`src/rtl/seg7_pkg.sv`:
```
// Shared types and constants for the multiplexed 7-segment display driver.
// Cathode patterns are active-low, bit order {g,f,e,d,c,b,a}.
package seg7_pkg;

  typedef enum logic [1:0] {
    WAIT  = 2'd0,
    BLANK = 2'd1,
    SHOW  = 2'd2
  } state_t;

  localparam logic [6:0] SEG_OFF = 7'h7F;

  // Entries packed F (msb) down to 0 (lsb).
  localparam logic [16*7-1:0] HEX_TABLE = {
    7'h0E, 7'h06, 7'h21, 7'h46, 7'h03, 7'h08, 7'h10, 7'h00,
    7'h78, 7'h02, 7'h12, 7'h19, 7'h30, 7'h24, 7'h79, 7'h40
  };

  function automatic logic [6:0] hex_seg(input logic [3:0] nibble);
    return HEX_TABLE[int'(nibble)*7 +: 7];
  endfunction

endpackage

```
`src/rtl/seg7_hex_decode.sv`:
```
// Combinational hex nibble to active-low 7-segment cathode pattern.
module seg7_hex_decode
  import seg7_pkg::*;
(
  input  logic [3:0] i_nibble,
  output logic [6:0] o_seg
);

  assign o_seg = hex_seg(i_nibble);

endmodule

```
`src/rtl/seg7_display_mux.sv`:
```
// Time-multiplexed common-anode 7-segment driver with a blanking guard between
// digits and a once-per-frame snapshot of the displayed value.
module seg7_display_mux
  import seg7_pkg::*;
#(
  parameter int NUM_DIGITS   = 8,
  parameter int BLANK_CYCLES = 64
) (
  input  logic                    clk,
  input  logic                    reset,
  input  logic                    tick,
  input  logic [4*NUM_DIGITS-1:0] value,
  input  logic [NUM_DIGITS-1:0]   dp_mask,
  input  logic [NUM_DIGITS-1:0]   blank_mask,
  input  logic                    lz_en,
  output logic [NUM_DIGITS-1:0]   anode,
  output logic [6:0]              seg,
  output logic                    dp,
  output logic                    frame_done
);

  localparam int IDX_W = (NUM_DIGITS > 1) ? $clog2(NUM_DIGITS) : 1;
  localparam int CNT_W = $clog2(BLANK_CYCLES + 1);
  localparam logic [IDX_W-1:0] LAST_IDX = IDX_W'(NUM_DIGITS - 1);
  localparam logic [CNT_W-1:0] CNT_LOAD = CNT_W'(BLANK_CYCLES - 1);

  state_t                  r_state;
  logic [IDX_W-1:0]        r_idx;
  logic [CNT_W-1:0]        r_blank_cnt;
  logic [4*NUM_DIGITS-1:0] r_value_sh;
  logic [NUM_DIGITS-1:0]   r_dp_sh;
  logic [NUM_DIGITS-1:0]   r_blank_sh;
  logic                    r_lz_sh;
  logic [NUM_DIGITS-1:0]   r_anode;
  logic [6:0]              r_seg;
  logic                    r_dp;
  logic                    r_frame_done;

  logic [3:0]            w_nibbles [NUM_DIGITS];
  logic [NUM_DIGITS-1:0] w_upper_zero;
  logic [3:0]            w_nibble_sel;
  logic [6:0]            w_hex_seg;
  logic                  w_dark;
  logic [NUM_DIGITS-1:0] w_onehot;

  genvar gi;
  generate
    for (gi = 0; gi < NUM_DIGITS; gi++) begin : g_nib
      assign w_nibbles[gi] = r_value_sh[4*gi +: 4];
    end
  endgenerate

  // w_upper_zero[i] = nibble i and every nibble above it are zero.
  always_comb begin
    logic v_run;
    w_upper_zero = '0;
    v_run        = 1'b1;
    for (int i = NUM_DIGITS - 1; i >= 0; i--) begin
      v_run           = v_run & (w_nibbles[i] == 4'h0);
      w_upper_zero[i] = v_run;
    end
  end

  assign w_nibble_sel = w_nibbles[r_idx];
  assign w_onehot     = NUM_DIGITS'(1) << r_idx;
  assign w_dark       = r_blank_sh[r_idx] |
                        (r_lz_sh & w_upper_zero[r_idx] & (r_idx != '0));

  seg7_hex_decode u_hex_decode (
    .i_nibble (w_nibble_sel),
    .o_seg    (w_hex_seg)
  );

  always_ff @(posedge clk) begin
    if (reset) begin
      r_state      <= WAIT;
      r_idx        <= LAST_IDX;
      r_blank_cnt  <= '0;
      r_value_sh   <= '0;
      r_dp_sh      <= '0;
      r_blank_sh   <= '0;
      r_lz_sh      <= 1'b0;
      r_anode      <= '1;
      r_seg        <= SEG_OFF;
      r_dp         <= 1'b1;
      r_frame_done <= 1'b0;
    end else begin
      r_frame_done <= 1'b0;
      case (r_state)
        WAIT, SHOW: begin
          if (tick) begin
            r_state     <= BLANK;
            r_anode     <= '1;
            r_seg       <= SEG_OFF;
            r_dp        <= 1'b1;
            r_blank_cnt <= CNT_LOAD;
            if (r_idx == LAST_IDX) begin
              // Frame boundary: freeze inputs for the whole next frame.
              r_idx      <= '0;
              r_value_sh <= value;
              r_dp_sh    <= dp_mask;
              r_blank_sh <= blank_mask;
              r_lz_sh    <= lz_en;
            end else begin
              r_idx <= r_idx + IDX_W'(1);
            end
          end
        end
        BLANK: begin
          if (r_blank_cnt != '0) begin
            r_blank_cnt <= r_blank_cnt - CNT_W'(1);
          end else begin
            r_state      <= SHOW;
            r_anode      <= ~w_onehot;
            r_seg        <= w_dark ? SEG_OFF : w_hex_seg;
            r_dp         <= w_dark | ~r_dp_sh[r_idx];
            r_frame_done <= (r_idx == LAST_IDX);
          end
        end
        default: r_state <= WAIT;
      endcase
    end
  end

  assign anode      = r_anode;
  assign seg        = r_seg;
  assign dp         = r_dp;
  assign frame_done = r_frame_done;

endmodule
```
`config.mk`:
```
export PLATFORM = sky130hd
export DESIGN_NAME = seg7_display_mux
export DESIGN_NICKNAME = d
export VERILOG_FILES = /design/src/rtl/seg7_pkg.sv /design/src/rtl/seg7_hex_decode.sv /design/src/rtl/seg7_display_mux.sv
export SDC_FILE = /design/constraint.sdc
export NUM_CORES = 1
export LEC_CHECK = 0
export CORE_MARGIN = 5
export CORE_UTILIZATION = 47
export CTS_CLUSTER_SIZE = 10
export DETAILED_ROUTE_END_ITERATION = 16
export GPL_ROUTABILITY_DRIVEN = 1
export GPL_TIMING_DRIVEN = 0
export MAX_ROUTING_LAYER = met4
export PLACE_DENSITY = 0.8
export SETUP_SLACK_MARGIN = 0.2
export SLEW_MARGIN = 20
export SYNTH_ARGS = -nofsm -noshare
export SYNTH_HDL_FRONTEND = slang
export SYNTH_SLANG_ARGS = --single-unit
```
`constraint.sdc`:
```
create_clock -name clk -period 2.6 [get_ports clk]
set_clock_uncertainty 0.05 [all_clocks]
set_input_delay 0.39 -clock clk [delete_from_list [all_inputs] [get_ports clk]]
set_output_delay 0.39 -clock clk [all_outputs]
set_load 0.01 [all_outputs]
```
## Word level (Yosys, flattened, before mapping)

Index checks and enable logic that the tools add are counted.

| operators by class | value |
|---|---|
| add/subtract/negate cells | 2 |
| $mul | 1 |
| div/mod/pow operators | 0 |
| $lt $le $gt $ge | 2 |
| eq/ne operators | 6 |
| shift operators | 2 |
| mux-type cells | 26 |
| bitwise gates (word level) | 15 |
| reductions and logical operators | 19 |

Operators by type and width:

| operator | count |
|---|---|
| 112-bit by 32-bit indexed part select with 7-bit output, first input constant | 1 |
| 7-bit two-way mux | 5 |
| 4-bit zero test | 8 |
| 7-bit case mux with 2 select lines | 2 |
| 8-bit two-way mux | 2 |
| 8-bit case mux with 2 select lines | 1 |
| 4-bit binary-select mux with 3-bit select | 1 |
| 1-bit AND | 9 |
| 1-bit binary-select mux with 3-bit select | 3 |
| 3-bit AND reduction | 3 |
| 4-bit two-way mux | 2 |
| 8-bit inverter | 1 |
| 1-bit by 3-bit left shift with 8-bit output, first input constant | 1 |
| 4-bit by 3-bit multiplier with 7-bit output, second input constant | 1 |
| 7-bit nonzero test | 1 |
| 7-bit by 1-bit subtractor with 7-bit output, second input constant | 1 |
| 2-bit inequality test, second input constant | 3 |
| 1-bit two-way mux | 5 |
| 4-bit >= comparator, second input constant | 1 |
| 3-bit by 4-bit less-than comparator with 1-bit output, second input constant | 1 |
| 2-bit two-way mux | 2 |
| 3-bit inverter with 4-bit output | 1 |
| 2-bit case mux with 2 select lines | 1 |
| 2-bit AND reduction | 2 |
| 13 further kinds | 15 |

| word-level totals | value |
|---|---|
| register bits | 78 |
| bits in latches | 0 |
| RAM bits | 0 |
| bits in read-only memories | 0 |
| input bits | 52 |
| logic and storage cells | 84 |
| memories kept | 0 |

## Longest topological paths before layout

| depth | value |
|---|---|
| depth after elaboration | 16 |
| mapped depth | 9 |

## Modules after synthesis

A second synthesis with hierarchy kept.

| second synthesis, totals | value |
|---|---|
| cells, all modules | 448 |
| area, all modules | 3734.8 um^2 |

Modules (own cells, without submodules):

| module | times used | cells an instance | area each (um^2) | sequential area each (um^2) |
|---|---|---|---|---|
| seg7_display_mux | 1 | 415 | 3460.8 | 1561.5 |
| seg7_hex_decode | 1 | 33 | 274.0 | 0.0 |

## Least setup slack after synthesis

Ideal clock, no wire load.

| path | value |
|---|---|
| kind | reg2reg |
| start | register r_idx[1] |
| end | register r_seg[0], in the netlist seg[0] |
| setup time | 0.138 ns |
| data arrival time | 2.301 ns |
| required time | 2.412 ns |
| setup slack | 0.111 ns |
| cell stages (with the launch flop) | 9 |
| path buffers | 1 |
| clock period less this slack | 2.489 ns |
| cell sequence | dfxtp_1 clkbuf_8 mux4_2 mux2i_1 inv_1 ha_1 mux2_2 nand2_1 a41oi_2 |

| on the way | value |
|---|---|
| longest elaborated chain between the ends | 9 |
| elaborated cells between the ends (all ways) | 17 |
| classes of those cells | mul: 1; shift: 1; mux: 10; bitwise: 4; reduce/logical: 1 |

RTL lines:

| element | line | RTL |
|---|---|---|
| from (decl) | seg7_display_mux.sv:28 | `logic [IDX_W-1:0] r_idx;` |
| from (signal assigned) | seg7_display_mux.sv:105 | `r_idx <= r_idx + IDX_W'(1);` |
| 3-bit inverter with 4-bit output (implied by the code) | seg7_display_mux.sv:64 | `assign w_nibble_sel = w_nibbles[r_idx];` |
| 4-bit binary-select mux with 3-bit select | seg7_display_mux.sv:64 |  |
| 4-bit two-way mux (implied by the code) (2 in a row) | seg7_display_mux.sv:64 |  |
| 4-bit by 3-bit multiplier with 7-bit output | seg7_pkg.sv:20 | `return HEX_TABLE[int'(nibble)*7 +: 7];` |
| 112-bit by 32-bit indexed part select with 7-bit output | seg7_pkg.sv:20 |  |
| 7-bit two-way mux (*) | seg7_display_mux.sv:115 | `r_seg <= w_dark ? SEG_OFF : w_hex_seg;` |
| 7-bit two-way mux (*) | seg7_display_mux.sv:110 | `if (r_blank_cnt != '0) begin` |
| 7-bit case mux with 2 select lines (*) | seg7_display_mux.sv:89 | `case (r_state)` |
| to (signal assigned) | seg7_display_mux.sv:115 |  |
| to (decl) | seg7_display_mux.sv:35 | `logic [6:0] r_seg;` |

Every way passes the cells marked *; elsewhere a longest branch is shown, timed or not. The select of a mux whose other input is x is not followed.
A chain may end at the register's enable or synchronous reset.

## Final worst setup path

| path | value |
|---|---|
| start | register r_idx[0] |
| end | register r_seg[0], in the netlist seg[0] |

Same word-level chain as after synthesis.

==> run metrics <==
switch share 0.2837; final non-filler cell total 622; Final Cycle Share 0.8921; Remaining DRCs 0; Post-Synthesis Cells 432; Cell Pwr Density 641.9 mW/mm²; initial antenna violation count 0; Least-Margin Pin Slew a little over 700 ps; Peak VDD IR 332.6 µV; drt total wl 9.500 mm; leakage 1.777 nW; slack of the critical path 280.5 ps; max-slew violations 0; Sum Neg Setup Slack 0 ps; GRT Total Usage 0.2050; Hold Path Class reg2reg; htree depth 3; Max Fclk 431.1 MHz; worst slack at placement -114.2 ps; share of the synthesized area in the top cell type 0.4157; Hold Crit Depth 2; R2R Setup Slk 280 ps; vias in the first global route between 3k and 4k; CP Capture Type flip-flop; Syn Nets 498; crit path max fanout 10; clk sinks 78; Max-Cap Viols 0; Finished Cell Area 0.004892 mm²; drt first pass iters 5; Syn Area/Cell 8.695 µm²; Critical Setup Path Class reg2reg; die height 99.40 µm; largest net degree at the start of global routing 14; antenna-violating nets left 0; WP data required 2830 ps; fin crit period about 2300 ps; sequential power share 0.430; Netlist Area Pre-Place between 0.003 and 0.004 mm²; slowest cell delay on critical path 380 ps; Arr. time, crit path ~2600 ps; placed cell area 0.004558 mm²; Initial DRC Count 233; clock share of power 0.348; complex-gate fraction of the synthesized area 0.1712; Synth Warn # 0; Slew HR 0.5290; Final Wtd Congestion ~0.94; CTS tree built; share of cells above drive strength 1 0.1154; std cell rows 32; slowest cell on the critical path dfxtp_1; synth-to-layout area growth 30.25%; status finished clean; Fin Hold WS 405.4 ps; global route overflow 0; Synth Register Bits a little under 80; # diodes 0; vias 3419; Hold Vio Cnt, Final 0; DP Cell Count 601; number of cell instances on the worst register-to-register path 9; CTS Buf Count 9; Post-Synth Simple-Gate Area 0.2045; CTS Buffer Depth 2; Clk Latency, worst-skew pair ~360 ps; first-pass GRT wire length 15.93 mm; CP Cell Sequence buf_6 -> buf_8 -> clkinvlp_4 -> ha_2 -> a211o_1 -> a2111oi_4 -> buf_4 -> a221oi_2 -> a41oi_2; Layout Nets 581; top post-synthesis cells by area dfxtp_1 (42%), nand2_1 (11%), a21oi_1 (7.7%), mux4_2 (7.2%), ha_1 (4.7%); Die Wd 99.40 µm; CP Launch Type flip-flop; P_int 2.249 mW; Total Power roughly 3.1 mW; unrepaired setup endpoints after global routing no; main combinational cell family by area after synthesis simple AND/OR/NAND/NOR gates; Final Setup Violations 0; Initial Util 0.4836; Net Switching 0.8908 mW; adder-cell share of the synthesized area 0.04664; Worst-path clk slew 80 ps; Comb pwr share 0.222; final core occ 0.6298; # IOs 69; DP Wirelength ~7 mm; PortBufs 67; Routed wire per std cell 15.27 µm; library cells used by synthesis 47; Root Buffer clkbuf_8; sequential fraction of the synthesis area 0.4157; core area between 0.007 and 0.008 mm²; area share of xor/xnor cells in the synthesized design 0.01166; biggest area consumer among synthesized cells dfxtp_1; Vias/cell ~5.5; post-synthesis mux area share 0.09793; die area 0.009879 mm²
==> placed cells by master, fill, tap and decap left out, types with 2 or more instances in the layout <==
cell and n:
nor3_1 13, mux2i_1 2, a211oi_1 2, clkinv_4 2
mux4_2 12, mux2i_4 3, nand2b_1 11, clkdlybuf4s50_1 67
nor2_1 15, a21oi_1 58, xor2_1 4, ha_2 2
clkbuf_2 4, a211o_1 5, inv_1 6, nand2_1 108
bufinv_16 3, o21bai_1 3, o211ai_1 7, clkbuf_8 11
a31oi_1 6, ha_1 12, nor2b_1 4, a2111oi_4 2
nand3_1 9, clkbuf_1 20, buf_2 2, o21ai_0 10
buf_4 7, nor4_1 8, mux2_2 2, dfxtp_1 77
==> path summary, 6_finish.rpt <==
check	from	endpoint
min	r_dp_sh[3]	r_dp_sh[3]
max	r_idx[0]	seg[0]
max reg2reg	r_idx[0]	seg[0]
min reg2reg	r_dp_sh[3]	r_dp_sh[3]
==> worst max-delay path: cells and delay by family (launching register included) <==
kind                     cells  cell delay, ps
buffers and inverters        4             630
flip-flops                   1             380
AO/OA/AOI/OAI                4             950
adder cells (fa/ha/maj)      1             220
==> cell usage after synthesis (all sizes together) <==
library cell / instances
o21ai: 10
nor4: 8
a22oi: 1
nor2b: 4
nor2: 15
o21bai: 3
a211oi: 2
a2111oi: 3
xnor2: 1
o311ai: 1
mux2i: 5
a211o: 5
a21oi: 58
nand3: 9
a31oi: 6
nand2b: 11
or3b: 1
o211ai: 7
xor2: 4
a221oi: 1
o41a: 1
a41oi: 1
mux2: 2
inv: 8
o31ai: 1
nand4: 1
nand2: 108
or4b: 1
buf: 9
clkbuf: 23
and2: 1
nor3b: 1
nor3: 13
mux4: 12
ha: 14
or3: 1
o22a: 1
or4: 1
dfxtp: 78
==> timing repair <==
action                     CTS  global route
hold buffers                 0             0
gates resized for setup      4            12
hold endpoints to repair     0             0
setup buffers                1             4
setup endpoints to repair   17            18
pin swaps                    1             3
==> power by group through the flow <==
stage	combinational (mW)	sequential, mW	clock [mW]
final	0.697	1.35	1.09
after CTS	0.668	1.35	1.11
after floorplan	0.448	1.36	0
after detailed placement	0.654	1.37	0
after global placement	0.636	1.37	0
after global routing	0.765	1.36	1.15
==> metal layers <==
layer,vias to the layer above,part of all wire,GRT usage
li1,1674,-,-
met2,133,0.48,0.3182
met4,0,0.027,0.09769
met3,23,0.057,0.03647
met5,-,0,-
met1,1589,0.44,0.2590
==> flip-flops by register name, summed over array words and instances, names as in the netlist <==
name and cells:
seg 7, r_idx 3, r_blank_sh 8, frame_done 1
r_lz_sh 1, dp 1, r_state 2, r_blank_cnt 7
anode 8, r_dp_sh 8, r_value_sh 32
==> layout make-up <==
cell class	count	area (µm²)
Timing Repair Buffer	72	720.7
Multi-Input combinational cell	314	2028
Fill cell	626	2875
Clock buffer	11	131.4
Tap cell	102	127.6
Sequential cell	78	1565
Clock inverter	5	107.6
Inverter	8	33.78
Buffer	32	177.7
==> logic make-up after synthesis <==
group	count (synthesis)
compound gates	101
xor+xnor	5
fa+ha+maj	14
buf+inv	40
flops	78
mux	19
simple gates	175
Note: power is estimated with default switching activity, not from simulation.
